$ cat config.mk
export PLATFORM = sky130hd
export DESIGN_NAME = i2c_txn_arbiter
export DESIGN_NICKNAME = d
export VERILOG_FILES = /design/src/rtl/i2c_pkg.sv /design/src/rtl/rr_arbiter.sv /design/src/rtl/i2c_txn_arbiter.sv
export SDC_FILE = /design/constraint.sdc
export NUM_CORES = 1
export LEC_CHECK = 0
export CORE_MARGIN = 4
export CORE_UTILIZATION = 29
export CTS_CLUSTER_SIZE = 10
export DETAILED_ROUTE_END_ITERATION = 6
export HOLD_SLACK_MARGIN = 0.05
export PLACE_DENSITY = 0.62
export SYNTH_ARGS = -nofsm -noshare
export SYNTH_HDL_FRONTEND = slang
export SYNTH_SLANG_ARGS = --single-unit
$ cat constraint.sdc
create_clock -name clk -period 16.4 [get_ports clk]
set_input_delay 2.46 -clock clk [delete_from_list [all_inputs] [get_ports clk]]
set_output_delay 2.46 -clock clk [all_outputs]
set_load 0.005 [all_outputs]
$ cat src/rtl/i2c_pkg.sv
// Shared definitions for the I2C transaction arbiter: field widths and FSM state encoding.
package i2c_pkg;

    localparam int I2C_CNT_W     = 2;
    localparam int I2C_DEV_W     = 7;
    localparam int I2C_MAX_BYTES = 4;

    typedef enum logic [2:0] {
        IDLE,
        LAUNCH,
        WAIT_BUSY,
        WAIT_DONE,
        READBACK,
        RESP
    } arb_state_t;

endpackage

$ cat src/rtl/rr_arbiter.sv
// Combinational N-way round-robin picker: selects the first requester at or after last+1 (mod N).
module rr_arbiter #(
    parameter int N = 4
) (
    input  logic [N-1:0] req,
    input  logic [2:0]   last,
    output logic [2:0]   gnt_id,
    output logic         any
);

    int best;

    // Each requester's distance from the slot after the last owner; the smallest distance wins.
    always_comb begin
        gnt_id = '0;
        any    = 1'b0;
        best   = N;
        for (int j = 0; j < N; j++) begin
            if (req[j] && (((j - int'(last) - 1 + 2 * N) % N) < best)) begin
                best   = (j - int'(last) - 1 + 2 * N) % N;
                gnt_id = 3'(j);
                any    = 1'b1;
            end
        end
    end

endmodule

$ cat src/rtl/i2c_txn_arbiter.sv
// Shares one I2C controller among N requesters: round-robin grant, launch, completion tracking,
// optional read-back of up to four bytes, and a one-cycle response to the owning requester.
module i2c_txn_arbiter
    import i2c_pkg::*;
#(
    parameter int N       = 4,
    parameter int TIMEOUT = 255
) (
    input  logic                       clk,
    input  logic                       rst,
    input  logic [N-1:0]               req_valid,
    input  logic [N-1:0]               req_rd,
    input  logic [I2C_CNT_W*N-1:0]     req_cnt,
    input  logic [8*N-1:0]             req_data,
    input  logic [I2C_DEV_W*N-1:0]     req_dev,
    output logic [N-1:0]               rsp_valid,
    output logic                       rsp_fail,
    output logic [8*I2C_MAX_BYTES-1:0] rsp_data,
    output logic [2:0]                 grant_id,
    output logic                       arb_busy,
    output logic                       tx_en,
    output logic                       tx_rd,
    output logic [I2C_CNT_W-1:0]       tx_cnt,
    output logic [7:0]                 tx_data,
    output logic [I2C_DEV_W-1:0]       dev_id,
    input  logic                       busy,
    input  logic                       tx_fail,
    output logic [1:0]                 rd_addr,
    input  logic [7:0]                 rd_data
);

    arb_state_t           state;
    logic [2:0]           last_grant;
    logic [2:0]           pick;
    logic                 pick_any;
    logic [7:0]           timer;
    logic                 phase;
    logic [N-1:0]         owner;
    logic                 sel_rd;
    logic [I2C_CNT_W-1:0] sel_cnt;
    logic [7:0]           sel_data;
    logic [I2C_DEV_W-1:0] sel_dev;

    rr_arbiter #(.N(N)) u_rr (
        .req    (req_valid),
        .last   (last_grant),
        .gnt_id (pick),
        .any    (pick_any)
    );

    assign owner = {{(N-1){1'b0}}, 1'b1} << grant_id;

    always_comb begin
        sel_rd   = 1'b0;
        sel_cnt  = '0;
        sel_data = '0;
        sel_dev  = '0;
        for (int i = 0; i < N; i++) begin
            if (int'(pick) == i) begin
                sel_rd   = req_rd[i];
                sel_cnt  = req_cnt[I2C_CNT_W*i +: I2C_CNT_W];
                sel_data = req_data[8*i +: 8];
                sel_dev  = req_dev[I2C_DEV_W*i +: I2C_DEV_W];
            end
        end
    end

    always_ff @(posedge clk or posedge rst) begin
        if (rst) begin
            state      <= IDLE;
            last_grant <= 3'(N - 1);
            grant_id   <= '0;
            arb_busy   <= 1'b0;
            tx_en      <= 1'b0;
            tx_rd      <= 1'b0;
            tx_cnt     <= '0;
            tx_data    <= '0;
            dev_id     <= '0;
            rsp_valid  <= '0;
            rsp_fail   <= 1'b0;
            rsp_data   <= '0;
            rd_addr    <= '0;
            timer      <= '0;
            phase      <= 1'b0;
        end else begin
            tx_en     <= 1'b0;
            rsp_valid <= '0;
            case (state)
                IDLE: begin
                    if (pick_any && !busy) begin
                        grant_id <= pick;
                        tx_rd    <= sel_rd;
                        tx_cnt   <= sel_cnt;
                        tx_data  <= sel_data;
                        dev_id   <= sel_dev;
                        arb_busy <= 1'b1;
                        rsp_fail <= 1'b0;
                        tx_en    <= 1'b1;
                        state    <= LAUNCH;
                    end
                end
                LAUNCH: begin
                    timer <= '0;
                    state <= WAIT_BUSY;
                end
                WAIT_BUSY: begin
                    // The cycle that would bring the timer to TIMEOUT ends the wait.
                    if (busy) begin
                        state <= WAIT_DONE;
                    end else if (({1'b0, timer} + 9'd1) == 9'(TIMEOUT)) begin
                        rsp_fail  <= 1'b1;
                        rsp_valid <= owner;
                        state     <= RESP;
                    end else begin
                        timer <= timer + 8'd1;
                    end
                end
                WAIT_DONE: begin
                    if (!busy) begin
                        rsp_fail <= tx_fail;
                        if (tx_rd && !tx_fail) begin
                            rd_addr <= '0;
                            phase   <= 1'b0;
                            state   <= READBACK;
                        end else begin
                            rsp_valid <= owner;
                            state     <= RESP;
                        end
                    end
                end
                READBACK: begin
                    // Each address is held two cycles; the buffer is sampled on the second.
                    if (!phase) begin
                        phase <= 1'b1;
                    end else begin
                        rsp_data[8*rd_addr +: 8] <= rd_data;
                        phase <= 1'b0;
                        if (rd_addr == tx_cnt) begin
                            rd_addr   <= '0;
                            rsp_valid <= owner;
                            state     <= RESP;
                        end else begin
                            rd_addr <= rd_addr + 2'd1;
                        end
                    end
                end
                RESP: begin
                    last_grant <= grant_id;
                    rsp_data   <= '0;
                    rsp_fail   <= 1'b0;
                    arb_busy   <= 1'b0;
                    state      <= IDLE;
                end
                default: state <= IDLE;
            endcase
        end
    end

endmodule

# After elaboration in Yosys (flattened, before gate mapping)
# Index checks and enable logic that the tools add are counted.
# classes
add_sub_neg	16
magnitude_cmp	4
eq_ne	19
shift	3
mux	65
n_bitwise	4
reduce_logical	27
# ops
op	n
32-bit by 5-bit adder with 32-bit output (second input constant)	4
32-bit two-way mux	4
3-bit by 32-bit < comparator with 1-bit output	3
32-bit by 2-bit subtractor with 32-bit output (second input constant)	3
32-bit one-hot mux with 2 select lines	1
8-bit two-way mux	6
5-bit negation with 34-bit output	1
8-bit by 34-bit variable shift with 32-bit output (first input constant)	1
8-bit by 34-bit variable part select with 32-bit output	1
32-bit bitwise mux	1
7-bit two-way mux	4
4-bit two-way mux	6
1-bit two-way mux	20
2-bit two-way mux	10
3-bit two-way mux	6
2-bit inequality test (second input constant)	8
8-bit one-hot mux with 2 select lines	1
3-bit one-hot mux with 5 select lines	1
3-bit equality test (second input constant)	4
4-bit one-hot mux with 3 select lines	1
5-bit AND reduction	2
8-bit by 1-bit adder with 9-bit output (second input constant)	1
3-bit by 2-bit equality test with 1-bit output (second input constant)	3
9-bit by 8-bit equality test with 1-bit output (second input constant)	1
23 further kinds	45
# word_totals
register_bits	77
in_bits	88
output_inout_bits	62

# Longest topological paths before layout
# Gate-level depths: netlist (run 1).
# logic_depth
word_depth	22
ltp_mapped	30
mapped_depth_nobuf	24

# Cells and area by module
# Synthesis (run 1) repeated with hierarchy kept, for this count alone.
# hier_totals
hier_cells	379
area_unflattened_um2	4420.5
# by_module_without_submodules
mod	n_inst	cells_each	area_each_um2	seq_area_each_um2
i2c_txn_arbiter	1	295	3796.1	1929.4
rr_arbiter	1	84	624.3	0.0

# Worst setup path after synthesis (run 1)
# OpenSTA, ideal clock, no wires.
# synth_timing
path_type	input port to flip-flop
start	input port req_valid[0]
end	register dev_id[0]
setup_time_ns	0.132
arrival_time_ns	7.167
required_ns	16.268
slack_ns	9.100
path_stages	24
path_buffers	6
path_cell_list	nand2_1 ha_1 or3b_4 a211oi_2 or2_2 buf_2 nor2_1 a21oi_1 ha_1 nor4b_1 o21ai_0 o41a_1 buf_6 clkbuf_1 clkbuf_1 a21o_1 ha_1 o31a_1 o41a_1 and3_1 buf_6 buf_2 a222oi_1 o211ai_1
# synth_between
elab_chain_len	16
# synth_rtl
element	line_no	rtl
from (decl)	i2c_txn_arbiter.sv:11	input logic [N-1:0] req_valid,
1-bit logical AND *	rr_arbiter.sv:19	if (req[j] && (((j - int'(last) - 1 + 2 * N) % N) < best)) begin
32-bit two-way mux	rr_arbiter.sv:19	
3-bit by 32-bit < comparator with 1-bit output	rr_arbiter.sv:19	
1-bit logical AND	rr_arbiter.sv:19	
32-bit two-way mux	rr_arbiter.sv:19	
3-bit by 32-bit < comparator with 1-bit output	rr_arbiter.sv:19	
1-bit logical AND	rr_arbiter.sv:19	
32-bit two-way mux	rr_arbiter.sv:19	
3-bit by 32-bit < comparator with 1-bit output	rr_arbiter.sv:19	
1-bit logical AND	rr_arbiter.sv:19	
2-bit two-way mux	rr_arbiter.sv:19	
3-bit logical NOT	i2c_txn_arbiter.sv:59	if (int'(pick) == i) begin
7-bit two-way mux (4 in a row)	i2c_txn_arbiter.sv:59	
to (signal assigned)	i2c_txn_arbiter.sv:95	dev_id <= sel_dev;
to (decl)	i2c_txn_arbiter.sv:25	output logic [I2C_DEV_W-1:0] dev_id,
# Every way passes the cells marked *; elsewhere a longest branch is shown, timed or not.
# A chain may end at the register's enable or synchronous reset.

# Worst setup path in the final report (run 1)
# layout_timing
start	input port req_valid[0]
end	register tx_data[7]
# layout_between
elab_chain_len	16
# layout_rtl
element	line_no	rtl
1-bit logical AND *	rr_arbiter.sv:19	
32-bit two-way mux	rr_arbiter.sv:19	
3-bit by 32-bit < comparator with 1-bit output	rr_arbiter.sv:19	
1-bit logical AND	rr_arbiter.sv:19	
32-bit two-way mux	rr_arbiter.sv:19	
3-bit by 32-bit < comparator with 1-bit output	rr_arbiter.sv:19	
1-bit logical AND	rr_arbiter.sv:19	
32-bit two-way mux	rr_arbiter.sv:19	
3-bit by 32-bit < comparator with 1-bit output	rr_arbiter.sv:19	
1-bit logical AND	rr_arbiter.sv:19	
2-bit two-way mux	rr_arbiter.sv:19	
3-bit logical NOT	i2c_txn_arbiter.sv:59	
8-bit two-way mux (4 in a row)	i2c_txn_arbiter.sv:59	
to (signal assigned)	i2c_txn_arbiter.sv:94	tx_data <= sel_data;
to (decl)	i2c_txn_arbiter.sv:24	output logic [7:0] tx_data,
# Marks and branches as above.

==> flow_summary.ini, run 1 <==
[floorplanning]
dieArea_sq_um = 16900
core_area_sq_um = 14500
ioPinCount = 150
fp-row-count = 44
die-height_um = 130
initial_core_util_pct = 29.7
fp.dieW_um = 130

[clock_network]
cts_sinks = 75
cts_setup_buffers = 0
postCtsHoldBufs = 0
cts_buffers = 9
cts_tree = done
root_buffer = clkbuf_16
post_cts_resized = 0
clockBufferDepth = 2
insertion_delay_ns = 0.35
cts.clk_slew.worst_paths_ns = 0.07
htreeDepth = 3

[logic_synthesis]
synthCells = 442
synthesis.nets = 547
synth-seq-cells = 75
synthAdderAreaFrac_pct = 4.93
synth-edff-count = 0
synth_seq_area_share_pct = 43.5
synth_compound_area_share_pct = 25.5
synth_simple_gate_area_share_pct = 17.8
synth_cell_type_count = 56
synth_top_family_by_area = compound AO/OA/AOI/OAI gates
synthMuxAreaShare_pct = 1.07
yosys_warnings = 0
synth_xor_xnor_area_share_pct = 1.22
syn_area_per_cell_sq_um = 9.77
ys_async_sr_fraction_pct = 100
syn-cell-area_sq_um = 4320
ys.flop_type = dfrtp_1

[worst_setup_path]
cp_max_fo = 48
r2r-start = last_grant[0]$_DFFE_PP1P_
cp-start-kind = input port
worstRegToRegCells = 24
rrSetupSlack_ns = 9.26
r2r-end = tx_data[7]$_DFFE_PP0P_
required_ns = 16.67
cp_data_arrival_time_ns = 8.63
crit_type = in2reg
worstSetupEndpointType = register

[sta]
finalCritPeriodShare_pct = 51.0
grt_setup_unrepaired = false
tightest_slew_ns = 1.31
fin_ws_ns = 8.04
fmax_mhz = 120
relSlewSlack_pct = 12.1
finalClockSkew_ns = 0.00902
fin_tns_setup_ns = 0
slew_violations = 0
holdWs_ns = 0.473
fin_crit_ns = 8.36
hold_viol_final = 0
finalSetupViolCount = 0

[drt]
wl_um = 14000
firstDrtPassIters = 6
wl_per_cell_um = 18.4
antenna_left = 0
viasPerCell = 5.55
via_count = 4221
drcViolationCount = 0
drt_iter0_drc = 384

[grt]
grt_pass1_wl_um = 22100
grt_pass1_vias = 4264
antenna_found_initial = 0
grt_usage_pct = 16.4
grt-ovfl-total = 0
grt_max_degree = 76

[final_layout]
drive_gt1_share_pct = 5.89
n_antenna_cell = 0
layout_commonest_cell = clkdlybuf4s50_1
layout_common_cells = clkdlybuf4s50_1 (148), dfrtp_1 (73), a21oi_1 (34), nand2_1 (32), o21ai_0 (26)
fillCellCount = 1426
syn_to_final_growth_pct = 42.9
fin_util_pct = 42.5
seq_area_sq_um = 1880
fin_nets = 677
multi_input_area_sq_um = 2190

[place]
gp_congestion = 0.836
post-dp-hpwl_um = 10100
io_buffers = 148
preCtsSetupSlack_ns = 7.84

[outcome]
status = complete, no violations

[power_and_ir_drop]
power_density_nw_per_um2 = 179
ir_worst_vdd_v = 0.000114
leakagePower_nw = 2.50
p_total_mw = 1.10

[worst_hold_path]
whs_path_depth = 1
hp-class = reg2reg
whs_endpoint = timer[6]$_DFFE_PP0P_
hold_start = timer[6]$_DFFE_PP0P_

[job]
maxCapViolCount = 0
## cell families (layout without fill, tap and decap cells)
logic type,after synthesis,count (layout)
compound gates,152,152
xor+xnor,6,6
fa+ha+maj,17,17
buf+inv,54,189
flops,75,75
mux,4,4
other cells,1,1
simple gates,133,133
## registers in the layout, indices dropped and copies added, names as in the netlist
signal,count
state,3
tx_data,8
rd_addr,2
grant_id,2
tx_cnt,2
dev_id,7
phase,1
rsp_valid,4
tx_rd,1
rsp_data,32
tx_en,1
last_grant,2
arb_busy,1
rsp_fail,1
timer,8
## worst max-delay path: stages
cell,delay [ns]
clkdlybuf4s50_1,0.57
nand2_1,0.11
ha_1,0.34
or3b_4,0.42
a211oi_2,0.30
or2_2,0.26
nor2_1,0.08
a21oi_1,0.13
ha_1,0.27
nor4b_1,0.15
o21ai_0,0.15
o41a_2,0.74
nor2_1,0.11
a21o_1,0.18
ha_1,0.32
nand2_1,0.07
a211oi_2,0.23
nor4_1,0.13
nor3b_2,1.06
a222oi_1,0.28
o211ai_2,0.24
## through the flow
step | instances | cell area, sq um
CTS | 761 | 6170
global route | 761 | 6170
floorplan | 442 | 4320
detailed placement | 745 | 5880
finish | 761 | 6170
global placement | 745 | 5880
## cell usage after synthesis (4+ instances only)
cell type	n	area share (%)
nor3b_1	4	0.70
nand3_1	6	0.70
nand2b_1	6	0.87
a222oi_1	18	4.2
clkbuf_1	18	1.6
nor3_1	6	0.70
nor4b_1	20	4.1
o211ai_1	17	3.0
ha_1	17	4.9
a22o_1	25	5.1
o21ai_0	26	3.0
buf_6	5	1.3
dfrtp_1	73	42
nand2_1	32	2.8
inv_1	23	2.0
nand4_1	19	2.8
a31oi_1	5	0.72
buf_2	7	0.81
nor2_1	20	1.7
a21oi_1	34	3.9
## final cells by class
cell class | instances | share of cell area (%)
multi-input combinational | 313 | 35.4
sequential | 75 | 30.5
timing repair buffer | 150 | 24.3
tap | 184 | 3.73
clock buffer | 9 | 3.65
inverter | 23 | 1.42
clock inverter | 7 | 1.05
## worst max-delay path by stage
stage | from | end | cells past startpoint
after floorplan | req_valid[0] | dev_id[0]$_DFFE_PP0P_ | 24
after global placement | req_valid[0] | tx_data[7]$_DFFE_PP0P_ | 21
after detailed placement | req_valid[0] | tx_data[7]$_DFFE_PP0P_ | 21
after CTS | req_valid[0] | tx_data[7]$_DFFE_PP0P_ | 21
after global routing | req_valid[0] | tx_cnt[0]$_DFFE_PP0P_ | 21
final | req_valid[0] | tx_data[7]$_DFFE_PP0P_ | 21
## where the power goes
part	internal [mW]	switching, mW
clock network	0.107	0.0911
logic	0.262	0.347
registers	0.240	0.0547
total	0.609	0.493
## routing by layer
layer  wire length [um]  share of wire [%]  up-vias  global-route usage [%]
met2               6730                 48      181                    26.8
met1               5890                 42     2047                    20.9
li1                   -                  -     1966                       -
met4                390                2.8        0                    7.09
met3                969                6.9       27                    3.72
met5                  0                  0        -                       0
Note: power is estimated with default switching activity, not from simulation.
==> inputs of run 2 (changes only) <==
==> constraint.sdc (replaced) <==
create_clock -name clk -period 8.52 [get_ports clk]
set_input_delay 1.278 -clock clk [delete_from_list [all_inputs] [get_ports clk]]
set_output_delay 1.278 -clock clk [all_outputs]
set_load 0.005 [all_outputs]
==> run 2 against run 1 <==
Clock skew fell by 0.0022 ns. Via count rose by 0.31%. Core utilization fell by 0.052 points. Cell area fell by 0.12%. Critical endpoint is now tx_data[6]$_DFFE_PP0P_. Combinational power rose by 93%. First-iteration DRC count rose by 2.3%. Cell count did not move. Clock power rose by 88%. Clock-buffer cell count did not move. Sequential power rose by 92%. Global-route usage barely moved. Total power rose by 92%.
==> flow_summary.ini, run 2 (same netlist as run 1, synthesis figures left out) <==
[sta]
grt_setup_unrepaired = false
hold_viol_final = 0
fmax_mhz = 140
holdWs_ns = 0.476
tightest_slew_ns = 1.29
finalSetupViolCount = 0
relSlewSlack_pct = 13.5
slew_violations = 0
fin_tns_setup_ns = 0
fin_crit_ns = 7.13
finalClockSkew_ns = 0.00680
finalCritPeriodShare_pct = 83.6

[grt]
grt_pass1_vias = 4292
grt_usage_pct = 16.5
grt-ovfl-total = 0
antenna_found_initial = 0
grt_pass1_wl_um = 22200
grt_max_degree = 76

[place]
dp_cells = 745
post-dp-hpwl_um = 10000
gp_congestion = 0.889
io_buffers = 148

[drt]
firstDrtPassIters = 5
wl_per_cell_um = 18.4
drt_iter0_drc = 393
drcViolationCount = 0
viasPerCell = 5.56
via_count = 4234
wl_um = 14000
antenna_left = 0

[power_and_ir_drop]
leakagePower_nw = 2.50
ir_worst_vdd_v = 0.000218
power_density_nw_per_um2 = 344

[clock_network]
root_buffer = clkbuf_16
cts_sinks = 75
insertion_delay_ns = 0.35
postCtsHoldBufs = 0
clockBufferDepth = 2
cts.clk_slew.worst_paths_ns = 0.06
cts_tree = done
cts_setup_buffers = 0
post_cts_resized = 0
cts_buffers = 9
htreeDepth = 3

[worst_setup_path]
required_ns = 8.77
worstSetupEndpointType = register
cp_data_arrival_time_ns = 7.38
cp-start-kind = input port
crit_type = in2reg
cp_max_fo = 48

[floorplanning]
dieArea_sq_um = 16900
die-height_um = 130
initial_core_util_pct = 29.7
ioPinCount = 150
core_area_sq_um = 14500
fp.dieW_um = 130
fp-row-count = 44

[final_layout]
layout_commonest_cell = clkdlybuf4s50_1
layout_common_cells = clkdlybuf4s50_1 (148), dfrtp_1 (73), a21oi_1 (34), nand2_1 (32), o21ai_0 (26)
largest_register = rsp_data
top_regs = rsp_data x32, timer x8, tx_data x8
largest_register_ffs = 32
fillCellCount = 1413
syn_to_final_growth_pct = 42.8
multi_input_area_sq_um = 2190
seq_area_sq_um = 1880
fin_nets = 677
n_antenna_cell = 0
drive_gt1_share_pct = 5.89
stdcell_count = 761

[worst_hold_path]
hp-class = reg2reg

[outcome]
status = complete, no violations

[job]
maxCapViolCount = 0
==> run 2: through the flow <==
| stage | cell area (sq um) | power (mW) | utilization, % | setup WS [ns] |
|---|---|---|---|---|
| final | 6160 | 2.12 | 42.4 | 1.39 |
| after global routing | 6160 | 2.29 | 42.4 | 0.828 |
| after CTS | 6160 | 2.12 | 42.4 | 1.52 |
| after detailed placement | 5880 | 1.74 | 40.5 | 1.19 |
| after global placement | 5880 | 1.70 | 40.5 | 1.43 |
| after floorplan | 4320 | 1.36 | - | 2.37 |
==> run 2: worst paths after layout <==
check,startpoint,endpoint,slack (ns),cells after the start
setup / recovery,req_valid[0],tx_data[6]$_DFFE_PP0P_,1.39,21
hold / removal,timer[6]$_DFFE_PP0P_,timer[6]$_DFFE_PP0P_,0.48,1
setup reg to reg,last_grant[0]$_DFFE_PP1P_,tx_data[6]$_DFFE_PP0P_,1.47,24
hold reg to reg,timer[6]$_DFFE_PP0P_,timer[6]$_DFFE_PP0P_,0.48,1
max in group asynchronous,rst,tx_data[5]$_DFFE_PP0P_,6.34,3
min in group asynchronous,rst,dev_id[1]$_DFFE_PP0P_,1.55,3
==> run 2: layout make-up <==
type                            count  area share [%]
Timing Repair Buffer              150            24.3
Clock buffer                        9            3.65
Tap cell                          184            3.74
Sequential cell                    75            30.5
Multi-Input combinational cell    313            35.5
Inverter                           23            1.42
Clock inverter                      7           0.934
==> run 2: report_power, final <==
group          internal (mW)  switching, mW
sequential             0.463          0.105
clock                  0.202          0.171
combinational          0.504          0.674
total                   1.17          0.949
==> run 2: critical path, cell delays in order <==
cell	delay (ns)
clkdlybuf4s50_1	0.57
nand2_1	0.12
ha_1	0.34
or3b_4	0.42
a211oi_2	0.31
or2_2	0.26
nor2_1	0.07
a21oi_1	0.12
ha_1	0.26
nor4b_1	0.15
o21ai_0	0.14
o41a_2	0.75
nor2_1	0.11
a21o_1	0.18
ha_1	0.31
nand2_1	0.08
a211oi_2	0.22
nor4_1	0.12
nor3b_2	1.05
a222oi_1	0.26
o211ai_1	0.25
==> run 2: routing by layer <==
metal | vias to the layer above | GRT usage (%) | wire (um)
met5 | - | 0 | 0
met4 | 0 | 5.38 | 223
met3 | 17 | 4.75 | 922
met2 | 168 | 26.8 | 6710
met1 | 2084 | 21.2 | 6150
li1 | 1965 | - | -
==> inputs of run 3 (changes only) <==
--- a/config.mk
+++ b/config.mk
@@ -10,7 +10,7 @@
 export CTS_CLUSTER_SIZE = 10
 export DETAILED_ROUTE_END_ITERATION = 6
 export HOLD_SLACK_MARGIN = 0.05
-export PLACE_DENSITY = 0.62
+export PLACE_DENSITY = 0.65
 export SYNTH_ARGS = -nofsm -noshare
 export SYNTH_HDL_FRONTEND = slang
 export SYNTH_SLANG_ARGS = --single-unit
==> constraint.sdc (replaced) <==
create_clock -name clk -period 6.3 [get_ports clk]
set_input_delay 0.945 -clock clk [delete_from_list [all_inputs] [get_ports clk]]
set_output_delay 0.945 -clock clk [all_outputs]
set_load 0.005 [all_outputs]
==> run 3 against run 2 <==
Clock-buffer cell count is 1 higher. Core utilization is 0.83 points higher. Die area stayed put. Flip-flop and latch count stayed put. Setup slack worse by 1.1 ns. Clock skew is 0.00063 ns lower. Worst hold slack worse by 0.013 ns. First-iteration DRC count is 8.1% lower. Wire length is 0.14% higher. Total power is 43% higher. Cell area is 1.9% higher.
==> flow_summary.ini, run 3 (same netlist as run 1, synthesis figures left out) <==
[drt]
via_count = 4275
drcViolationCount = 0
firstDrtPassIters = 6
wl_per_cell_um = 18.2
drt_iter0_drc = 361
wl_um = 14000
viasPerCell = 5.55
antenna_left = 0

[job]
maxCapViolCount = 0

[sta]
finalClockSkew_ns = 0.00617
slew_violations = 0
tightest_slew_ns = 1.18
finalSetupViolCount = 0
fmax_mhz = 167
relSlewSlack_pct = 21.0
hold_viol_final = 0
fin_crit_ns = 5.99
finalCritPeriodShare_pct = 95.1

[grt]
grt_max_degree = 76
grt_pass1_vias = 4431
grt_pass1_wl_um = 22200
grt-ovfl-total = 0
antenna_found_initial = 0
grt_usage_pct = 16.5

[floorplanning]
die-height_um = 130
dieArea_sq_um = 16900
core_area_sq_um = 14500
fp-row-count = 44
fp.dieW_um = 130
ioPinCount = 150
initial_core_util_pct = 29.7

[power_and_ir_drop]
ir_worst_vdd_v = 0.000349
seq_power_share_pct = 25.4
combPwrFrac_pct = 57.2
pwr-share-clk_pct = 17.5
sw_frac_of_total_pct = 43.1
internal_power_mw = 1.72
leakagePower_nw = 2.55
p_sw_mw = 1.30
power_density_nw_per_um2 = 481

[worst_setup_path]
worstRegToRegCells = 22
worstSetupEndpointType = register
cp_max_fo = 18
path_common_cell = ha_1
path_cells = inv_1 > ha_1 > xnor2_1 > nor2_2 > nand2_1 > ha_1 > or3b_4 > a211oi_2 > or3_1 > o21ai_0 > a22oi_1 > ha_1 > a21boi_0 > o41a_2 > a21o_1 > ha_1 > nand2_1 > a211oi_2 > o41ai_1 > mux2_4 > a211o_2 > o211ai_1
critPathSlowestCell = dfstp_2
slowest_delay_ns = 0.66
required_ns = 6.55
crit_family = compound AO/OA/AOI/OAI gates
critical_path_buf_inv_count = 1
cp_data_arrival_time_ns = 6.24
path_depth = 22
cp-start-kind = register
crit_type = reg2reg

[final_layout]
largest_register_ffs = 32
layout_commonest_cell = clkdlybuf4s50_1
fin_nets = 686
largest_register = rsp_data
syn_to_final_growth_pct = 45.5
layout_common_cells = clkdlybuf4s50_1 (148), dfrtp_1 (73), a21oi_1 (34), nand2_1 (32), o21ai_0 (26)
fillCellCount = 1423
drive_gt1_share_pct = 7.85
stdcell_count = 770
fin_util_pct = 43.2
top_regs = rsp_data x32, timer x8, tx_data x8
n_antenna_cell = 0

[place]
post-dp-hpwl_um = 10000
dp_cells = 752
gp_congestion = 0.835
io_buffers = 148

[clock_network]
postCtsHoldBufs = 0
cts_buffers = 9
root_buffer = clkbuf_16
cts.clk_slew.worst_paths_ns = 0.06
htreeDepth = 3
cts_tree = done
clockBufferDepth = 2
cts_sinks = 75
insertion_delay_ns = 0.34

[outcome]
status = complete, no violations

[worst_hold_path]
hp-class = reg2reg
whs_path_depth = 1
## run 3: final timing paths
path / startpoint / end / slack [ns]
worst min-delay path: timer[6]$_DFFE_PP0P_ / timer[6]$_DFFE_PP0P_ / 0.46
worst max register to register: last_grant[0]$_DFFE_PP1P_ / dev_id[3]$_DFFE_PP0P_ / 0.31
min in group asynchronous: rst / rsp_data[6]$_DFFE_PP0P_ / 1.22
worst max-delay path: last_grant[0]$_DFFE_PP1P_ / dev_id[3]$_DFFE_PP0P_ / 0.31
max in group asynchronous: rst / timer[3]$_DFFE_PP0P_ / 4.46
worst min register to register: timer[6]$_DFFE_PP0P_ / timer[6]$_DFFE_PP0P_ / 0.46
## run 3: layer usage
layer | global-route usage [%] | vias to the layer above | part of all wire (%)
met5 | 0 | - | 0
met4 | 7.82 | 0 | 2.5
li1 | - | 1972 | -
met3 | 4.38 | 25 | 8.8
met2 | 28.2 | 197 | 50
met1 | 19.4 | 2081 | 39
## run 3: area by class of cell
type / instances / area [sq um] / share of cell area, %
Timing Repair Buffer: 159 / 1580 / 25.1
Clock buffer: 10 / 229 / 3.64
Tap cell: 184 / 230 / 3.66
Multi-Input combinational cell: 313 / 2210 / 35.1
Sequential cell: 75 / 1880 / 29.9
Clock inverter: 6 / 72.6 / 1.16
Inverter: 23 / 87.6 / 1.39
## run 3: timing repair
action                     4_1_cts  5_1_grt
buffers inserted                 0        2
setup endpoints to repair       18       20
pin swaps                        0        2
resized for setup                1        5
## run 3: power groups by stage
stage | sequential (mW) | combinational [mW] | clock [mW]
2_1_floorplan | 0.734 | 1.10 | 0
3_3_place_gp | 0.768 | 1.59 | 0
3_5_place_dp | 0.772 | 1.64 | 0
4_1_cts | 0.766 | 1.66 | 0.542
5_1_grt | 0.788 | 1.91 | 0.559
6_report | 0.767 | 1.73 | 0.528
## run 3: stage by stage
step           worst slack, ns  hold slack (ns)  TNS [ns]  total power [mW]  instance area (sq um)
3_5_place_dp            -0.199            0.454     -2.56              2.41                   5930
3_3_place_gp            0.0221            0.451         0              2.36                   5930
5_1_grt                -0.0572            0.507    -0.495              3.26                   6280
4_1_cts                0.00330            0.463         0              2.97                   6240
6_report                 0.311            0.464         0              3.02                   6280
2_1_floorplan            0.153            0.429         0              1.84                   4320
